$ cat src/rtl/vga_fb_scanout.sv
// rtl/vga_fb_scanout.sv - VGA scan-out engine with scaling, packed pixels and tear-free page flip
//
// Ports:
//   clk          rising-edge system clock
//   rst_n        synchronous reset, active-low
//   pix_en       pixel tick; counters and pipeline advance only when high
//   fb_base      new frame base word address
//   fb_base_wr   one-cycle strobe, captures fb_base as pending base
//   mem_addr     frame RAM port-B word address (registered)
//   mem_rdata    frame RAM port-B read data (RAM_LAT clk after address)
//   hsync/vsync  sync outputs, active level SYNC_POL
//   color        pixel value, 0 outside the active area
//   active       high when color is a visible pixel
//   frame_start  one-clk pulse on the tick where counters sit at (0,0)
//   flip_done    one-clk pulse when a pending base is applied
module vga_fb_scanout #(
    parameter int          H_ACTIVE    = 640,
    parameter int          H_FP        = 16,
    parameter int          H_SYNC      = 96,
    parameter int          H_BP        = 48,
    parameter int          V_ACTIVE    = 480,
    parameter int          V_FP        = 10,
    parameter int          V_SYNC      = 2,
    parameter int          V_BP        = 33,
    parameter bit          SYNC_POL    = 1'b0,
    parameter int          SCALE_SHIFT = 2,
    parameter int          ADDR_W      = 15,
    parameter int          DATA_W      = 16,
    parameter int          PIX_W       = 8,
    parameter int          RAM_LAT     = 1,
    parameter int unsigned BASE_RST    = 0
) (
    input  logic              clk,
    input  logic              rst_n,
    input  logic              pix_en,
    input  logic [ADDR_W-1:0] fb_base,
    input  logic              fb_base_wr,
    output logic [ADDR_W-1:0] mem_addr,
    input  logic [DATA_W-1:0] mem_rdata,
    output logic              hsync,
    output logic              vsync,
    output logic [PIX_W-1:0]  color,
    output logic              active,
    output logic              frame_start,
    output logic              flip_done
);

    localparam int H_TOTAL  = H_ACTIVE + H_FP + H_SYNC + H_BP;
    localparam int V_TOTAL  = V_ACTIVE + V_FP + V_SYNC + V_BP;
    localparam int HC_W     = $clog2(H_TOTAL);
    localparam int VC_W     = $clog2(V_TOTAL);
    localparam int HS_START = H_ACTIVE + H_FP;
    localparam int HS_END   = HS_START + H_SYNC;
    localparam int VS_START = V_ACTIVE + V_FP;
    localparam int VS_END   = VS_START + V_SYNC;
    localparam int PACK     = DATA_W / PIX_W;
    localparam int PACK_SH  = $clog2(PACK);
    localparam int LANE_W   = (PACK_SH > 0) ? PACK_SH : 1;
    localparam int WPR      = (H_ACTIVE >> SCALE_SHIFT) / PACK;

    localparam logic [HC_W-1:0]   H_LAST     = HC_W'(H_TOTAL - 1);
    localparam logic [VC_W-1:0]   V_LAST     = VC_W'(V_TOTAL - 1);
    localparam logic [VC_W-1:0]   V_SUB_MASK = VC_W'((1 << SCALE_SHIFT) - 1);
    localparam logic [HC_W-1:0]   LANE_MASK  = HC_W'(PACK - 1);
    localparam logic [ADDR_W-1:0] BASE_INIT  = ADDR_W'(BASE_RST);
    localparam logic [ADDR_W-1:0] ROW_STEP   = ADDR_W'(WPR);
    localparam logic [1:0]        SLOT_LAST  = 2'(RAM_LAT);

    logic [HC_W-1:0]   r_h;
    logic [VC_W-1:0]   r_v;
    logic [ADDR_W-1:0] r_base;
    logic [ADDR_W-1:0] r_pend_base;
    logic              r_pending;
    logic [ADDR_W-1:0] r_row;
    logic [ADDR_W-1:0] r_mem_addr;

    // Sideband stages travelling alongside the RAM access, one per tick.
    logic              r_s_vis  [0:RAM_LAT];
    logic              r_s_hs   [0:RAM_LAT];
    logic              r_s_vs   [0:RAM_LAT];
    logic [LANE_W-1:0] r_s_lane [0:RAM_LAT];

    // The RAM runs on every clk, but ticks may be sparse. Each issued address
    // carries a slot tag (tick number mod RAM_LAT+1); its data is parked in
    // that slot exactly RAM_LAT+1 clk after issue. The output tick that
    // consumes it has the same slot number, so it reads the parked word, or
    // takes mem_rdata directly when the data lands on that very edge.
    logic              r_pe_sh  [0:RAM_LAT];
    logic [1:0]        r_tag_sh [0:RAM_LAT];
    logic [1:0]        r_slot;
    logic [DATA_W-1:0] r_buf    [0:3];

    logic              r_hsync;
    logic              r_vsync;
    logic              r_active;
    logic [PIX_W-1:0]  r_color;
    logic              r_frame_start;
    logic              r_flip_done;

    logic              w_line_end;
    logic              w_frame_end;
    logic              w_row_step;
    logic              w_flip_req;
    logic [ADDR_W-1:0] w_flip_val;
    logic              w_flip_now;
    logic [ADDR_W-1:0] w_base_next;
    logic [HC_W-1:0]   w_px;
    logic [ADDR_W-1:0] w_addr;
    logic [LANE_W-1:0] w_lane;
    logic              w_vis;
    logic              w_hs_on;
    logic              w_vs_on;
    logic              w_fresh;
    logic              w_bypass;
    logic [DATA_W-1:0] w_data;
    logic [PIX_W-1:0]  w_pix;

    assign w_line_end  = (r_h == H_LAST);
    assign w_frame_end = w_line_end && (r_v == V_LAST);
    assign w_row_step  = w_line_end && ((r_v & V_SUB_MASK) == V_SUB_MASK)
                         && (int'(r_v) < V_ACTIVE);

    // A write landing on the wrap tick itself wins over any older pending value.
    assign w_flip_req  = fb_base_wr || r_pending;
    assign w_flip_val  = fb_base_wr ? fb_base : r_pend_base;
    assign w_flip_now  = pix_en && w_frame_end && w_flip_req;
    assign w_base_next = w_flip_now ? w_flip_val : r_base;

    assign w_px    = r_h >> SCALE_SHIFT;
    assign w_addr  = r_row + ADDR_W'(w_px >> PACK_SH);
    assign w_lane  = LANE_W'(w_px & LANE_MASK);
    assign w_vis   = (int'(r_h) < H_ACTIVE) && (int'(r_v) < V_ACTIVE);
    assign w_hs_on = (int'(r_h) >= HS_START) && (int'(r_h) < HS_END);
    assign w_vs_on = (int'(r_v) >= VS_START) && (int'(r_v) < VS_END);

    assign w_fresh  = r_pe_sh[RAM_LAT];
    assign w_bypass = w_fresh && (r_tag_sh[RAM_LAT] == r_slot);
    assign w_data   = w_bypass ? mem_rdata : r_buf[r_slot];
    assign w_pix    = w_data[int'(r_s_lane[RAM_LAT]) * PIX_W +: PIX_W];

    always_ff @(posedge clk) begin
        if (!rst_n) begin
            r_h           <= '0;
            r_v           <= '0;
            r_base        <= BASE_INIT;
            r_pend_base   <= BASE_INIT;
            r_pending     <= 1'b0;
            r_row         <= BASE_INIT;
            r_mem_addr    <= BASE_INIT;
            r_slot        <= '0;
            r_hsync       <= ~SYNC_POL;
            r_vsync       <= ~SYNC_POL;
            r_active      <= 1'b0;
            r_color       <= '0;
            r_frame_start <= 1'b0;
            r_flip_done   <= 1'b0;
            for (int i = 0; i <= RAM_LAT; i++) begin
                r_s_vis[i]  <= 1'b0;
                r_s_hs[i]   <= 1'b0;
                r_s_vs[i]   <= 1'b0;
                r_s_lane[i] <= '0;
                r_pe_sh[i]  <= 1'b0;
                r_tag_sh[i] <= '0;
            end
        end else begin
            if (w_flip_now) begin
                r_base    <= w_flip_val;
                r_pending <= 1'b0;
            end else if (fb_base_wr) begin
                r_pend_base <= fb_base;
                r_pending   <= 1'b1;
            end
            r_flip_done   <= w_flip_now;
            r_frame_start <= pix_en && (r_h == '0) && (r_v == '0);

            r_pe_sh[0]  <= pix_en;
            r_tag_sh[0] <= r_slot;
            for (int i = 1; i <= RAM_LAT; i++) begin
                r_pe_sh[i]  <= r_pe_sh[i-1];
                r_tag_sh[i] <= r_tag_sh[i-1];
            end

            if (pix_en) begin
                if (w_line_end) begin
                    r_h <= '0;
                    r_v <= (r_v == V_LAST) ? '0 : r_v + 1'b1;
                end else begin
                    r_h <= r_h + 1'b1;
                end

                if (w_frame_end) begin
                    r_row <= w_base_next;
                end else if (w_row_step) begin
                    r_row <= r_row + ROW_STEP;
                end

                r_mem_addr  <= w_addr;
                r_slot      <= (r_slot == SLOT_LAST) ? '0 : r_slot + 1'b1;

                r_s_vis[0]  <= w_vis;
                r_s_hs[0]   <= w_hs_on;
                r_s_vs[0]   <= w_vs_on;
                r_s_lane[0] <= w_lane;
                for (int i = 1; i <= RAM_LAT; i++) begin
                    r_s_vis[i]  <= r_s_vis[i-1];
                    r_s_hs[i]   <= r_s_hs[i-1];
                    r_s_vs[i]   <= r_s_vs[i-1];
                    r_s_lane[i] <= r_s_lane[i-1];
                end

                r_hsync  <= r_s_hs[RAM_LAT] ? SYNC_POL : ~SYNC_POL;
                r_vsync  <= r_s_vs[RAM_LAT] ? SYNC_POL : ~SYNC_POL;
                r_active <= r_s_vis[RAM_LAT];
                r_color  <= r_s_vis[RAM_LAT] ? w_pix : '0;
            end
        end
    end

    // Parking slots hold only in-flight data; no reset needed.
    always_ff @(posedge clk) begin
        if (w_fresh) begin
            r_buf[r_tag_sh[RAM_LAT]] <= mem_rdata;
        end
    end

    assign mem_addr    = r_mem_addr;
    assign hsync       = r_hsync;
    assign vsync       = r_vsync;
    assign active      = r_active;
    assign color       = r_color;
    assign frame_start = r_frame_start;
    assign flip_done   = r_flip_done;

endmodule

$ cat config.mk
export PLATFORM = sky130hd
export DESIGN_NAME = vga_fb_scanout
export DESIGN_NICKNAME = d
export VERILOG_FILES = /design/src/rtl/vga_fb_scanout.sv
export SDC_FILE = /design/constraint.sdc
export NUM_CORES = 1
export LEC_CHECK = 0
export CAP_MARGIN = 20
export CORE_MARGIN = 3
export CORE_UTILIZATION = 52
export CTS_CLUSTER_SIZE = 24
export DETAILED_ROUTE_END_ITERATION = 7
export PLACE_DENSITY = 0.73
export SLEW_MARGIN = 15
export SYNTH_ARGS = -nofsm -noshare
export SYNTH_HDL_FRONTEND = slang
export SYNTH_SLANG_ARGS = --single-unit
$ cat constraint.sdc
create_clock -name clk -period 2.23 [get_ports clk]
set_input_delay 0.446 -clock clk [delete_from_list [all_inputs] [get_ports clk]]
set_output_delay 0.446 -clock clk [all_outputs]
set_load 0.01 [all_outputs]
# == After elaboration in Yosys (flattened, before gate mapping) ==
# Memories as Yosys holds them, arrays and structs flattened. A register that Yosys moved wholly into a read port is not among the register bits.
# Cells that the tools add are included.
# word_totals
ramBits,78
memories,7
out_inout_bits,28
reg_bits,96
in_bits,35
# mem_list
memory,words,width,read_ports,rd_ports_with_merged_regs,wr,line,text
r_buf,4,16,1,1,1,91,logic [DATA_W-1:0] r_buf [0:3];
r_tag_sh,2,2,2,0,2,89,logic [1:0] r_tag_sh [0:RAM_LAT];
r_pe_sh,2,1,2,0,2,88,logic r_pe_sh [0:RAM_LAT];
r_s_hs,2,1,2,0,2,79,logic r_s_hs [0:RAM_LAT];
r_s_lane,2,1,2,0,2,81,logic [LANE_W-1:0] r_s_lane [0:RAM_LAT];
r_s_vis,2,1,2,0,2,78,logic r_s_vis [0:RAM_LAT];
1 more memories,n/a,n/a,n/a,n/a,n/a,n/a,
# op_classes
n_addsub,5
bitwise_logic,13
n_mux,32
n_eq_ne,5
order_cmp,6
reduce_logical,18
shift,1
# op_table
operator,n
$mux 15,4
$add 10x1->10 const B,2
$eq 10x10->1 const B,2
$logic_not 10->1,2
$lt 10x10->1 const B,2
$lt 10x9->1 const B,2
$mux 10,2
$mux 1,19
$mux 16,1
$shiftx 16x5->8,1
$add 15x7->15,1
$add 15x7->15 const B,1
$or 1x1->1,12
$logic_and 1x1->1,11
$ge 10x10->1 const B,1
$ge 10x9->1 const B,1
$mux 2,5
$mux 8,1
$reduce_and 2->1,2
$add 2x1->2 const B,1
$eq 2x1->1 const B,1
$eq 2x2->1,1
$eq 2x2->1 const B,1
$reduce_bool 2->1,1
3 further kinds,3

# == Depth between registers and ports, before layout ==
# Gate-level depths: netlist of run 1.
# depth
word_depth,6
mapped_depth,10
mapped_depth_nobuf,8

# == Worst setup path after synthesis of run 1 ==
# OpenSTA, ideal clock, no wires.
# synth_path
path_type,reg2reg
startpoint,"mem r_pe_sh[1][0], in the netlist r_pe_sh[0][1]"
endpoint,mem r_buf[0][0] (enable)
required_ns,1.817
n_path_buf,0
arrival_ns,1.607
synth_period_minus_slack_ns,2.020
setup_time_ns,0.413
stages_incl_launch_ff,2
slack_ns,0.210
path_cell_list,dfxtp_1 -> nor3b_1
# synth_lines
item,line
start: declaration,88
end: declaration,91

# == Worst setup path after layout of run 1 ==
# layout_path
startpoint,reg r_h[1]
endpoint,reg r_row[12]
# layout_via
elab_chain_cells,6
# layout_lines
item,line,text
start: declaration,69,logic [HC_W-1:0] r_h;
start signal: assignment,188,r_h <= r_h + 1'b1;
$eq 10x10->1 (*),118,assign w_line_end = (r_h == H_LAST);
$logic_and 1x1->1,119,assign w_frame_end = w_line_end && (r_v == V_LAST);
$logic_and 1x1->1 (2 in series),126,assign w_flip_now = pix_en && w_frame_end && w_flip_req;
$mux 15,127,assign w_base_next = w_flip_now ? w_flip_val : r_base;
$mux 15,191,if (w_frame_end) begin
end signal: assignment,192,r_row <= w_base_next;
end signal: assignment,194,r_row <= r_row + ROW_STEP;
end: declaration,74,logic [ADDR_W-1:0] r_row;
# Every way passes the cells marked *; elsewhere a longest branch is shown, timed or not.
# A chain may end at the register's enable or synchronous reset.

==> flow_summary.html, run 1 <==
<table>
<tr><th>Metric</th><th>Value</th></tr>
<tr><th colspan="2">Yosys</th></tr>
<tr><td>Xor and xnor area share after synthesis</td><td>0.0346</td></tr>
<tr><td>Proportion of netlist area held by the largest area contributor</td><td>0.285</td></tr>
<tr><td>Number of enable flip-flop cells after synthesis</td><td>between 70 and 80</td></tr>
<tr><td>Fraction of synthesis flops using an asynchronous set or reset pin</td><td>0</td></tr>
<tr><td>Number of instances in the synthesized netlist</td><td>~640</td></tr>
<tr><td>Mean cell area of the mapped netlist</td><td>11.8 µm²</td></tr>
<tr><td>Seq/Total Area, Yosys</td><td>0.559</td></tr>
<tr><td>Netlist Area Pre-Place</td><td>about 7600 µm²</td></tr>
<tr><td>Net count after synthesis</td><td>around 690</td></tr>
<tr><td>Number of distinct library cells after synthesis</td><td>66</td></tr>
<tr><td>Yosys reg bits</td><td>176</td></tr>
<tr><td>Yosys Warn Count</td><td>0</td></tr>
<tr><td>Multiplexer share of the synthesized area</td><td>0.122</td></tr>
<tr><td>Prevailing post-synth register cell</td><td>sky130_fd_sc_hd__dfxtp_1</td></tr>
<tr><td>Simple-gate share of the synthesized area</td><td>0.146</td></tr>
<tr><td>Synth Area in Compound Gates</td><td>0.0839</td></tr>
<tr><td>Dominant combinational cell family by area after synthesis</td><td>simple AND/OR/NAND/NOR gates</td></tr>
<tr><td>Top cell type by total area after synthesis</td><td>sky130_fd_sc_hd__edfxtp_1</td></tr>
<tr><td>Cell types occupying the most area after synthesis</td><td>sky130_fd_sc_hd__edfxtp_1 28%, sky130_fd_sc_hd__dfxtp_1 27%, sky130_fd_sc_hd__mux4_2 7.1%</td></tr>
<tr><td>Synthesized-area fraction occupied by adder cells</td><td>0.0224</td></tr>
<tr><th colspan="2">Clock tree</th></tr>
<tr><td>Total of hold buffers inserted after clock tree synthesis</td><td>0</td></tr>
<tr><td>Register clock-pin slew on the reported worst setup and hold paths</td><td>0.07 ns</td></tr>
<tr><td>CTS Root Cell</td><td>sky130_fd_sc_hd__clkbuf_16</td></tr>
<tr><td>Worst-Skew Late Latency</td><td>between 0.4 and 0.5 ns</td></tr>
<tr><td>TritonCTS clock tree</td><td>yes</td></tr>
<tr><td>Post-cts resize count</td><td>0</td></tr>
<tr><td>Clock sinks</td><td>176</td></tr>
<tr><td>Post-CTS setup buffer count</td><td>0</td></tr>
<tr><td>Maximum count of clock buffers along a single path</td><td>2</td></tr>
<tr><td>Cts bufs inserted</td><td>17</td></tr>
<tr><td>Number of H-tree levels</td><td>4</td></tr>
<tr><th colspan="2">Timing</th></tr>
<tr><td>Pins Over Slew Limit</td><td>0</td></tr>
<tr><td>Clk_skew</td><td>approximately 0.0082 ns</td></tr>
<tr><td>Setup repair after global routing missed its margin</td><td>no</td></tr>
<tr><td>Final clock period utilization by the worst path</td><td>0.941</td></tr>
<tr><td>Shortest period the worst path allows</td><td>about 2.1 ns</td></tr>
<tr><td>Hold violation total from the final report</td><td>0</td></tr>
<tr><td>Fmax achieved</td><td>476 MHz</td></tr>
<tr><td>Slew at the pin closest to its max-slew limit</td><td>0.646 ns</td></tr>
<tr><td>Final-report setup violation count</td><td>0</td></tr>
<tr><td>Relative slew slack</td><td>0.569</td></tr>
<tr><th colspan="2">Hold path</th></tr>
<tr><td>Worst hold-check path type</td><td>reg -&gt; reg</td></tr>
<tr><td>Startpoint of the tightest hold check path</td><td>r_tag_sh[0][0]</td></tr>
<tr><td>Worst-case hold path end point</td><td>r_tag_sh[0][2]</td></tr>
<tr><td>Worst hold path stage count</td><td>1</td></tr>
<tr><th colspan="2">Die</th></tr>
<tr><td>Area of the core region</td><td>14100 µm²</td></tr>
<tr><td>Boundary pin count</td><td>63</td></tr>
<tr><td>Horiz. Die Dim</td><td>127 µm</td></tr>
<tr><td>Die span in y</td><td>~130 µm</td></tr>
<tr><td>Initial core utilization</td><td>0.539</td></tr>
<tr><td>Row count</td><td>43</td></tr>
<tr><td>Area of the die</td><td>16100 µm²</td></tr>
<tr><th colspan="2">Setup path</th></tr>
<tr><td>Crit Reg-Reg Startpoint</td><td>r_h[1]</td></tr>
<tr><td>Nature of the critical path startpoint</td><td>register</td></tr>
<tr><td>Critical path class</td><td>reg -&gt; reg</td></tr>
<tr><td>Capture point of the worst reg-to-reg path</td><td>r_row[12]</td></tr>
<tr><td>Slack of the worst reg-to-reg path</td><td>0.13 ns</td></tr>
<tr><td>Worst R2R Path Depth</td><td>8</td></tr>
<tr><td>List of cells traversed by the critical path</td><td>ha_2 -&gt; and4bb_2 -&gt; nand3_2 -&gt; nor3_4 -&gt; buf_4 -&gt; buf_12 -&gt; o21ai_1 -&gt; a211oi_1</td></tr>
<tr><td>Crit-path max cell delay</td><td>0.38 ns</td></tr>
<tr><td>CP Data Arrival Time</td><td>2.44 ns</td></tr>
<tr><td>Crit-path max FO</td><td>22</td></tr>
<tr><td>Worst Setup End Kind</td><td>register</td></tr>
<tr><td>Data required, critical path</td><td>2.57 ns</td></tr>
<tr><td>Highest-delay cell along the critical path</td><td>sky130_fd_sc_hd__dfxtp_1</td></tr>
<tr><th colspan="2">Run status</th></tr>
<tr><td>Result of the run</td><td>finished, final reports clean</td></tr>
<tr><th colspan="2">Flow run</th></tr>
<tr><td>Total of max-cap violations</td><td>0</td></tr>
<tr><th colspan="2">Global routing</th></tr>
<tr><td>Maximum number of pins on one net before global-route repair</td><td>46</td></tr>
<tr><td>Number of antenna violations at the first check in global routing</td><td>0</td></tr>
<tr><td>Via count of the first global-routing pass</td><td>5325</td></tr>
<tr><td>Wire length of the first global-routing pass</td><td>26400 µm</td></tr>
<tr><td>Overall fraction of global-route tracks in use</td><td>0.209</td></tr>
<tr><td>Leftover overflow at the end of global routing</td><td>0</td></tr>
<tr><th colspan="2">Power and ir drop</th></tr>
<tr><td>Pleak</td><td>3.33 nW</td></tr>
<tr><td>Pwr/cell area</td><td>between 700 and 800 nW/µm²</td></tr>
<tr><td>Total power draw</td><td>6.79 mW</td></tr>
<tr><td>Maximum vdd ir drop</td><td>681 µV</td></tr>
<tr><th colspan="2">Final layout</th></tr>
<tr><td>Layout cell share with drive strength beyond 1</td><td>0.156</td></tr>
<tr><td>Area overhead of the layout relative to synthesis</td><td>20.9%</td></tr>
<tr><td>Diodes inserted</td><td>0</td></tr>
<tr><td>Number of non-filler instances in the completed layout</td><td>around 900</td></tr>
<tr><td>Layout net count</td><td>around 770</td></tr>
<tr><th colspan="2">Drt</th></tr>
<tr><td>Vias after detailed routing</td><td>5310</td></tr>
<tr><td>Antenna violation net count after detailed routing</td><td>0</td></tr>
<tr><td>Wirelength, routed</td><td>16100 µm</td></tr>
<tr><td>Average vias per placed instance</td><td>5.79</td></tr>
<tr><td>Routed len/inst</td><td>around 18 µm</td></tr>
<tr><td>DRC violation total after the first TritonRoute iteration</td><td>~440</td></tr>
<tr><td>Total DRC errors in the routed layout</td><td>0</td></tr>
<tr><td>Number of optimization iterations in the first detailed-route pass</td><td>5</td></tr>
<tr><th colspan="2">Placed design</th></tr>
<tr><td>Number of port buffers</td><td>62</td></tr>
<tr><td>DP Cell Count</td><td>between 800 and 900</td></tr>
<tr><td>RePlAce Congestion</td><td>0.888</td></tr>
<tr><td>Detail Placement HPWL</td><td>roughly 11000 µm</td></tr>
</table>
[cell families (layout without fill, tap and decap cells)]
logic type,Yosys count,count (layout)
simple gates,217,217
flops,176,176
compound gates,100,100
mux,62,62
buf+inv,46,139
xor+xnor,30,30
fa+ha+maj,13,13
[flip-flops by register name (all words and copies together) (netlist names), 4 cells and up, named ones only]
name and cells:
r_buf 64, mem_addr 15, r_row 15, color 8
r_tag_sh 4, r_base 15, r_v 10, r_h 10
r_pend_base 15
[worst max-delay path: cells and delay by family (launching register included)]
kind / cells / cell delay, ns
and+or+nand+nor: 3 / 0.66
DFF: 1 / 0.38
buffers and inverters: 2 / 0.37
AOI/OAI and AO/OA: 2 / 0.36
adders and majority gates: 1 / 0.23
[stage by stage]
stage	instance area (µm²)	hold WS, ns	util	TNS, ns	setup WS, ns
after floorplan	7590	0.412	-	0	0.210
after global placement	8570	0.418	0.608	-0.490	-0.0616
after detailed placement	8570	0.427	0.608	-0.710	-0.0846
after CTS	9170	0.443	0.650	0	0.0821
after global routing	9180	0.454	0.651	0	0.00112
final	9180	0.442	0.651	0	0.131
[where the power goes]
group          switching [mW]  internal, mW
sequential             0.0399          3.41
combinational           0.186         0.221
clock                    1.30          1.64
total                    1.52          5.26
[synthesized netlist by cell type (4+ instances only)]
| cell type | number |
|---|---|
| sky130_fd_sc_hd__a211oi_1 | 6 |
| sky130_fd_sc_hd__a21o_1 | 7 |
| sky130_fd_sc_hd__a21oi_1 | 20 |
| sky130_fd_sc_hd__a22o_1 | 9 |
| sky130_fd_sc_hd__a31oi_1 | 6 |
| sky130_fd_sc_hd__and2_1 | 7 |
| sky130_fd_sc_hd__and3_1 | 10 |
| sky130_fd_sc_hd__buf_1 | 6 |
| sky130_fd_sc_hd__clkbuf_1 | 16 |
| sky130_fd_sc_hd__dfxtp_1 | 104 |
| sky130_fd_sc_hd__edfxtp_1 | 72 |
| sky130_fd_sc_hd__ha_1 | 12 |
| sky130_fd_sc_hd__inv_1 | 10 |
| sky130_fd_sc_hd__mux2_2 | 4 |
| sky130_fd_sc_hd__mux2i_1 | 34 |
| sky130_fd_sc_hd__mux4_2 | 24 |
| sky130_fd_sc_hd__nand2_1 | 44 |
| sky130_fd_sc_hd__nand3_1 | 23 |
| sky130_fd_sc_hd__nand4_1 | 12 |
| sky130_fd_sc_hd__nor2_1 | 75 |
| sky130_fd_sc_hd__nor3_1 | 6 |
| sky130_fd_sc_hd__nor4_1 | 7 |
| sky130_fd_sc_hd__o211ai_1 | 6 |
| sky130_fd_sc_hd__o21ai_0 | 29 |
| sky130_fd_sc_hd__o21ai_1 | 5 |
| sky130_fd_sc_hd__or3_1 | 5 |
| sky130_fd_sc_hd__xnor2_1 | 8 |
| sky130_fd_sc_hd__xor2_1 | 22 |
[how the worst max path moves through the flow]
stage | start | endpoint | depth (start not counted)
4_1_cts | r_row[0] | mem_addr[8] | 8
6_report | r_h[1] | r_row[12] | 8
3_3_place_gp | pix_en | r_row[4] | 7
3_5_place_dp | pix_en | r_row[4] | 7
2_1_floorplan | r_pe_sh[0][1] | r_buf[0][0] | 1
5_1_grt | r_h[1] | r_row[12] | 8
[layout make-up]
cell class / instances / area [µm²]
clock inverters: 14 / 144
well taps: 180 / 225
repair buffers: 96 / 951
clock buffers: 18 / 450
fillers: 1089 / 4920
flip-flops and latches: 176 / 4240
multi-input cells: 422 / 3120
inverters: 11 / 41.3
[per-layer routing]
layer  vias to the layer above  share of wire  track usage  wire [µm]
li1                       2537              -            -          -
met1                      2591           0.43        0.257       6930
met2                       155           0.50        0.355       7980
met3                        27          0.050       0.0552        799
met4                         0          0.026       0.0744        414
met5                         -              0            0          0
[placed cells by master, fill, tap and decap left out, types with 3 or more instances in the layout]
cell and instances:
sky130_fd_sc_hd__dfxtp_1 104, sky130_fd_sc_hd__nor2_1 75, sky130_fd_sc_hd__edfxtp_1 72, sky130_fd_sc_hd__clkdlybuf4s50_1 62, sky130_fd_sc_hd__nand2_1 44, sky130_fd_sc_hd__mux2i_1 34
sky130_fd_sc_hd__o21ai_0 28, sky130_fd_sc_hd__buf_4 28, sky130_fd_sc_hd__mux4_2 24, sky130_fd_sc_hd__nand3_1 23, sky130_fd_sc_hd__xor2_1 22, sky130_fd_sc_hd__a21oi_1 19
sky130_fd_sc_hd__clkbuf_16 18, sky130_fd_sc_hd__nand4_1 12, sky130_fd_sc_hd__ha_1 11, sky130_fd_sc_hd__inv_1 10, sky130_fd_sc_hd__and3_1 10, sky130_fd_sc_hd__a22o_1 9
sky130_fd_sc_hd__xnor2_1 8, sky130_fd_sc_hd__nor4_1 7, sky130_fd_sc_hd__a21o_1 7, sky130_fd_sc_hd__and2_1 7, sky130_fd_sc_hd__a211oi_1 6, sky130_fd_sc_hd__nor3_1 6
sky130_fd_sc_hd__o211ai_1 6, sky130_fd_sc_hd__a31oi_1 6, sky130_fd_sc_hd__o21ai_1 6, sky130_fd_sc_hd__buf_12 6, sky130_fd_sc_hd__or3_1 5, sky130_fd_sc_hd__inv_6 5
sky130_fd_sc_hd__mux2_2 4, sky130_fd_sc_hd__and3_2 3
Note: power is estimated with default switching activity, not from simulation.
==> run 2, diff against run 1 <==
--- a/config.mk
+++ b/config.mk
@@ -7,11 +7,11 @@
 export LEC_CHECK = 0
 export CAP_MARGIN = 20
 export CORE_MARGIN = 3
-export CORE_UTILIZATION = 52
+export CORE_UTILIZATION = 58
 export CTS_CLUSTER_SIZE = 24
 export DETAILED_ROUTE_END_ITERATION = 7
-export PLACE_DENSITY = 0.73
-export SLEW_MARGIN = 15
+export PLACE_DENSITY = 0.8
+export SLEW_MARGIN = 10
 export SYNTH_ARGS = -nofsm -noshare
 export SYNTH_HDL_FRONTEND = slang
 export SYNTH_SLANG_ARGS = --single-unit
==> flow_summary.html, run 2 (synthesized netlist as in run 1, its figures left out) <==
<table>
<tr><th>Metric</th><th>Value</th></tr>
<tr><th colspan="2">Setup path</th></tr>
<tr><td>Crit Reg-Reg Startpoint</td><td>r_row[0]</td></tr>
<tr><td>Data required, critical path</td><td>2.54 ns (-0.03 ns)</td></tr>
<tr><td>Top cell family by delay on the critical path</td><td>compound AO/OA/AOI/OAI gates</td></tr>
<tr><td>CP Data Arrival Time</td><td>2.44 ns (about the same)</td></tr>
<tr><td>Slack of the worst reg-to-reg path</td><td>0.11 ns (-0.02 ns)</td></tr>
<tr><td>Capture point of the worst reg-to-reg path</td><td>mem_addr[6]</td></tr>
<tr><td>Critical path class</td><td>reg -&gt; reg</td></tr>
<tr><td>Worst Setup End Kind</td><td>register</td></tr>
<tr><td>Crit-path max cell delay</td><td>0.41 ns (+0.03 ns)</td></tr>
<tr><td>Crit-path max FO</td><td>2 (-91%)</td></tr>
<tr><td>Highest-delay cell along the critical path</td><td>sky130_fd_sc_hd__fa_1</td></tr>
<tr><td>Crit path buffers/inverters</td><td>1 (-1)</td></tr>
<tr><td>List of cells traversed by the critical path</td><td>ha_1 -&gt; fa_1 -&gt; a21o_1 -&gt; a21oi_1 -&gt; buf_4 -&gt; o21bai_1 -&gt; a21oi_1 -&gt; xor2_1 -&gt; o21ai_0</td></tr>
<tr><td>Crit. Startpoint</td><td>r_row[0]</td></tr>
<tr><td>Worst R2R Path Depth</td><td>9 (+1)</td></tr>
<tr><td>Capture point of the critical path</td><td>mem_addr[6]</td></tr>
<tr><td>Cell repeated most along the worst path</td><td>sky130_fd_sc_hd__a21oi_1</td></tr>
<tr><td>Nature of the critical path startpoint</td><td>register</td></tr>
<tr><td>Number of logic stages on the critical path including buffering</td><td>9 (+1)</td></tr>
<tr><th colspan="2">Die</th></tr>
<tr><td>Row count</td><td>41 (-4.7%)</td></tr>
<tr><td>Area of the die</td><td>14500 µm² (-9.9%)</td></tr>
<tr><td>Die span in y</td><td>120 µm (-5.1%)</td></tr>
<tr><td>Initial core utilization</td><td>0.597 (+0.0582)</td></tr>
<tr><td>Boundary pin count</td><td>63 (unchanged)</td></tr>
<tr><td>Horiz. Die Dim</td><td>120 µm (-5.1%)</td></tr>
<tr><td>Area of the core region</td><td>12700 µm² (-9.7%)</td></tr>
<tr><th colspan="2">Clock tree</th></tr>
<tr><td>TritonCTS clock tree</td><td>yes</td></tr>
<tr><td>Post-cts resize count</td><td>0 (unchanged)</td></tr>
<tr><td>Total of hold buffers inserted after clock tree synthesis</td><td>0 (unchanged)</td></tr>
<tr><td>Maximum count of clock buffers along a single path</td><td>2 (unchanged)</td></tr>
<tr><td>Cts bufs inserted</td><td>17 (unchanged)</td></tr>
<tr><td>Clock sinks</td><td>176 (unchanged)</td></tr>
<tr><td>Post-CTS setup buffer count</td><td>0 (unchanged)</td></tr>
<tr><td>Register clock-pin slew on the reported worst setup and hold paths</td><td>0.06 ns (about the same)</td></tr>
<tr><td>Number of H-tree levels</td><td>4 (unchanged)</td></tr>
<tr><td>Worst-Skew Late Latency</td><td>0.43 ns (about the same)</td></tr>
<tr><td>CTS Root Cell</td><td>sky130_fd_sc_hd__clkbuf_16</td></tr>
<tr><th colspan="2">Final layout</th></tr>
<tr><td>Layout net count</td><td>772 (unchanged)</td></tr>
<tr><td>Area overhead of the layout relative to synthesis</td><td>20.2%</td></tr>
<tr><td>Number of non-filler instances in the completed layout</td><td>909 (-0.87%)</td></tr>
<tr><td>Layout cell share with drive strength beyond 1</td><td>0.152 (-0.00407)</td></tr>
<tr><td>Number of flip-flops under the largest register name</td><td>64 (unchanged)</td></tr>
<tr><td>Highest-count cells in the layout ignoring fill and taps</td><td>103 x sky130_fd_sc_hd__dfxtp_1, 75 x sky130_fd_sc_hd__nor2_1, 72 x sky130_fd_sc_hd__edfxtp_1, 62 x sky130_fd_sc_hd__clkdlybuf4s50_1, 44 x sky130_fd_sc_hd__nand2_1</td></tr>
<tr><td># fillers</td><td>898 (-18%)</td></tr>
<tr><td>Commonest non-fill, non-tap cell in the layout</td><td>sky130_fd_sc_hd__dfxtp_1</td></tr>
<tr><td>Sequential cell area</td><td>4250 µm² (about the same)</td></tr>
<tr><td>Diodes inserted</td><td>0 (unchanged)</td></tr>
<tr><td>Multi-input gate area</td><td>3120 µm² (-0.12%)</td></tr>
<tr><td>Final Cell Area</td><td>9120 µm² (-0.59%)</td></tr>
<tr><td>Final core occ</td><td>0.717 (+0.0661)</td></tr>
<tr><th colspan="2">Placed design</th></tr>
<tr><td>DP Cell Count</td><td>877 (-0.90%)</td></tr>
<tr><td>Detail Placement HPWL</td><td>11300 µm (+1.2%)</td></tr>
<tr><td>Minimum setup slack after placement</td><td>-0.121 ns (-0.0368 ns)</td></tr>
<tr><td>Placed instance area</td><td>8540 µm² (-0.41%)</td></tr>
<tr><td>RePlAce Congestion</td><td>0.892 (+0.43%)</td></tr>
<tr><td>Number of port buffers</td><td>62 (unchanged)</td></tr>
<tr><th colspan="2">Timing</th></tr>
<tr><td>Worst hold margin</td><td>0.433 ns (-0.00902 ns)</td></tr>
<tr><td>Setup repair after global routing missed its margin</td><td>no</td></tr>
<tr><td>Fmax achieved</td><td>472 MHz (-1.0%)</td></tr>
<tr><td>Slew at the pin closest to its max-slew limit</td><td>0.649 ns (+0.00349 ns)</td></tr>
<tr><td>Pins Over Slew Limit</td><td>0 (unchanged)</td></tr>
<tr><td>Shortest period the worst path allows</td><td>2.12 ns (+0.0215 ns)</td></tr>
<tr><td>Relative slew slack</td><td>0.567 (-0.00233)</td></tr>
<tr><td>Final worst setup slack</td><td>0.109 ns (-0.0215 ns)</td></tr>
<tr><td>Final clock period utilization by the worst path</td><td>0.951 (+0.00965)</td></tr>
<tr><td>Clk_skew</td><td>0.00799 ns (-0.000240 ns)</td></tr>
<tr><td>Total negative setup slack</td><td>0 ns (unchanged)</td></tr>
<tr><td>Final-report setup violation count</td><td>0 (unchanged)</td></tr>
<tr><td>Hold violation total from the final report</td><td>0 (unchanged)</td></tr>
<tr><th colspan="2">Hold path</th></tr>
<tr><td>Worst hold-check path type</td><td>reg -&gt; reg</td></tr>
<tr><th colspan="2">Flow run</th></tr>
<tr><td>Total of max-cap violations</td><td>0 (unchanged)</td></tr>
<tr><th colspan="2">Global routing</th></tr>
<tr><td>Maximum number of pins on one net before global-route repair</td><td>28 (-39%)</td></tr>
<tr><td>Via count of the first global-routing pass</td><td>5420 (+1.8%)</td></tr>
<tr><td>Overall fraction of global-route tracks in use</td><td>0.237 (+0.0284)</td></tr>
<tr><td>Number of antenna violations at the first check in global routing</td><td>0 (unchanged)</td></tr>
<tr><td>Leftover overflow at the end of global routing</td><td>0 (unchanged)</td></tr>
<tr><td>Wire length of the first global-routing pass</td><td>26800 µm (+1.4%)</td></tr>
<tr><th colspan="2">Power and ir drop</th></tr>
<tr><td>Pleak</td><td>3.31 nW (-0.40%)</td></tr>
<tr><td>Total power draw</td><td>6.75 mW (-0.55%)</td></tr>
<tr><td>Pwr/cell area</td><td>740 nW/µm² (about the same)</td></tr>
<tr><td>Maximum vdd ir drop</td><td>796 µV (+17%)</td></tr>
<tr><th colspan="2">Drt</th></tr>
<tr><td>Number of optimization iterations in the first detailed-route pass</td><td>5 (unchanged)</td></tr>
<tr><td>Routed len/inst</td><td>17.9 µm (+1.9%)</td></tr>
<tr><td>Wirelength, routed</td><td>16300 µm (+1.0%)</td></tr>
<tr><td>DRC violation total after the first TritonRoute iteration</td><td>383 (-13%)</td></tr>
<tr><td>Average vias per placed instance</td><td>5.89 (+1.7%)</td></tr>
<tr><td>Antenna violation net count after detailed routing</td><td>0 (unchanged)</td></tr>
<tr><td>Vias after detailed routing</td><td>5354 (+0.83%)</td></tr>
<tr><td>Total DRC errors in the routed layout</td><td>0 (unchanged)</td></tr>
<tr><th colspan="2">Run status</th></tr>
<tr><td>Result of the run</td><td>finished, final reports clean</td></tr>
</table>
-- run 2: changes by cell type in the layout (fill, tap and decap cells not counted), moves of 2 or more --
cell,previous run,this run
sky130_fd_sc_hd__buf_4,28,30
sky130_fd_sc_hd__clkinv_1,0,2
sky130_fd_sc_hd__buf_12,6,4
sky130_fd_sc_hd__inv_6,5,2
-- run 2: metal layers --
metal / share of wire / GRT usage / vias up / wire (µm)
met3: 0.056 / 0.0552 / 41 / 913
met5: 0 / 0 / - / 0
met4: 0.033 / 0.119 / 0 / 540
met2: 0.50 / 0.395 / 182 / 8150
met1: 0.41 / 0.290 / 2606 / 6690
li1: - / - / 2525 / -
-- run 2: worst min-delay path by stage --
stage	from	endpoint	slack (ns)	cells past startpoint
2_1_floorplan	r_pe_sh[0][0]	r_pe_sh[0][1]	0.41	1
3_3_place_gp	r_tag_sh[0][0]	r_tag_sh[0][2]	0.42	1
3_5_place_dp	r_tag_sh[0][1]	r_tag_sh[0][3]	0.42	1
4_1_cts	r_tag_sh[0][1]	r_tag_sh[0][3]	0.44	1
5_1_grt	r_pe_sh[0][0]	r_pe_sh[0][1]	0.45	1
6_report	r_tag_sh[0][1]	r_tag_sh[0][3]	0.43	1
-- run 2: area by class of cell --
type	instances	share of cell area
Timing Repair Buffer	96	0.101
Clock inverter	13	0.0148
Tap cell	172	0.0236
Inverter	11	0.00453
Sequential cell	176	0.465
Clock buffer	19	0.0485
Multi-Input combinational cell	422	0.342
-- run 2: worst register-to-register path, delay by kind of cell (launching register included) --
kind / cells / cell delay (ns)
XOR/XNOR: 1 / 0.17
buffers and inverters: 1 / 0.15
AO/OA/AOI/OAI: 5 / 0.71
adder cells (fa/ha/maj): 2 / 0.63
flip-flops: 1 / 0.34
-- run 2: power breakdown --
group | total (mW) | switching (mW) | internal (mW)
logic | 0.403 | 0.185 | 0.217
clock network | 2.90 | 1.22 | 1.68
registers | 3.45 | 0.0399 | 3.41
total | 6.75 | 1.44 | 5.30
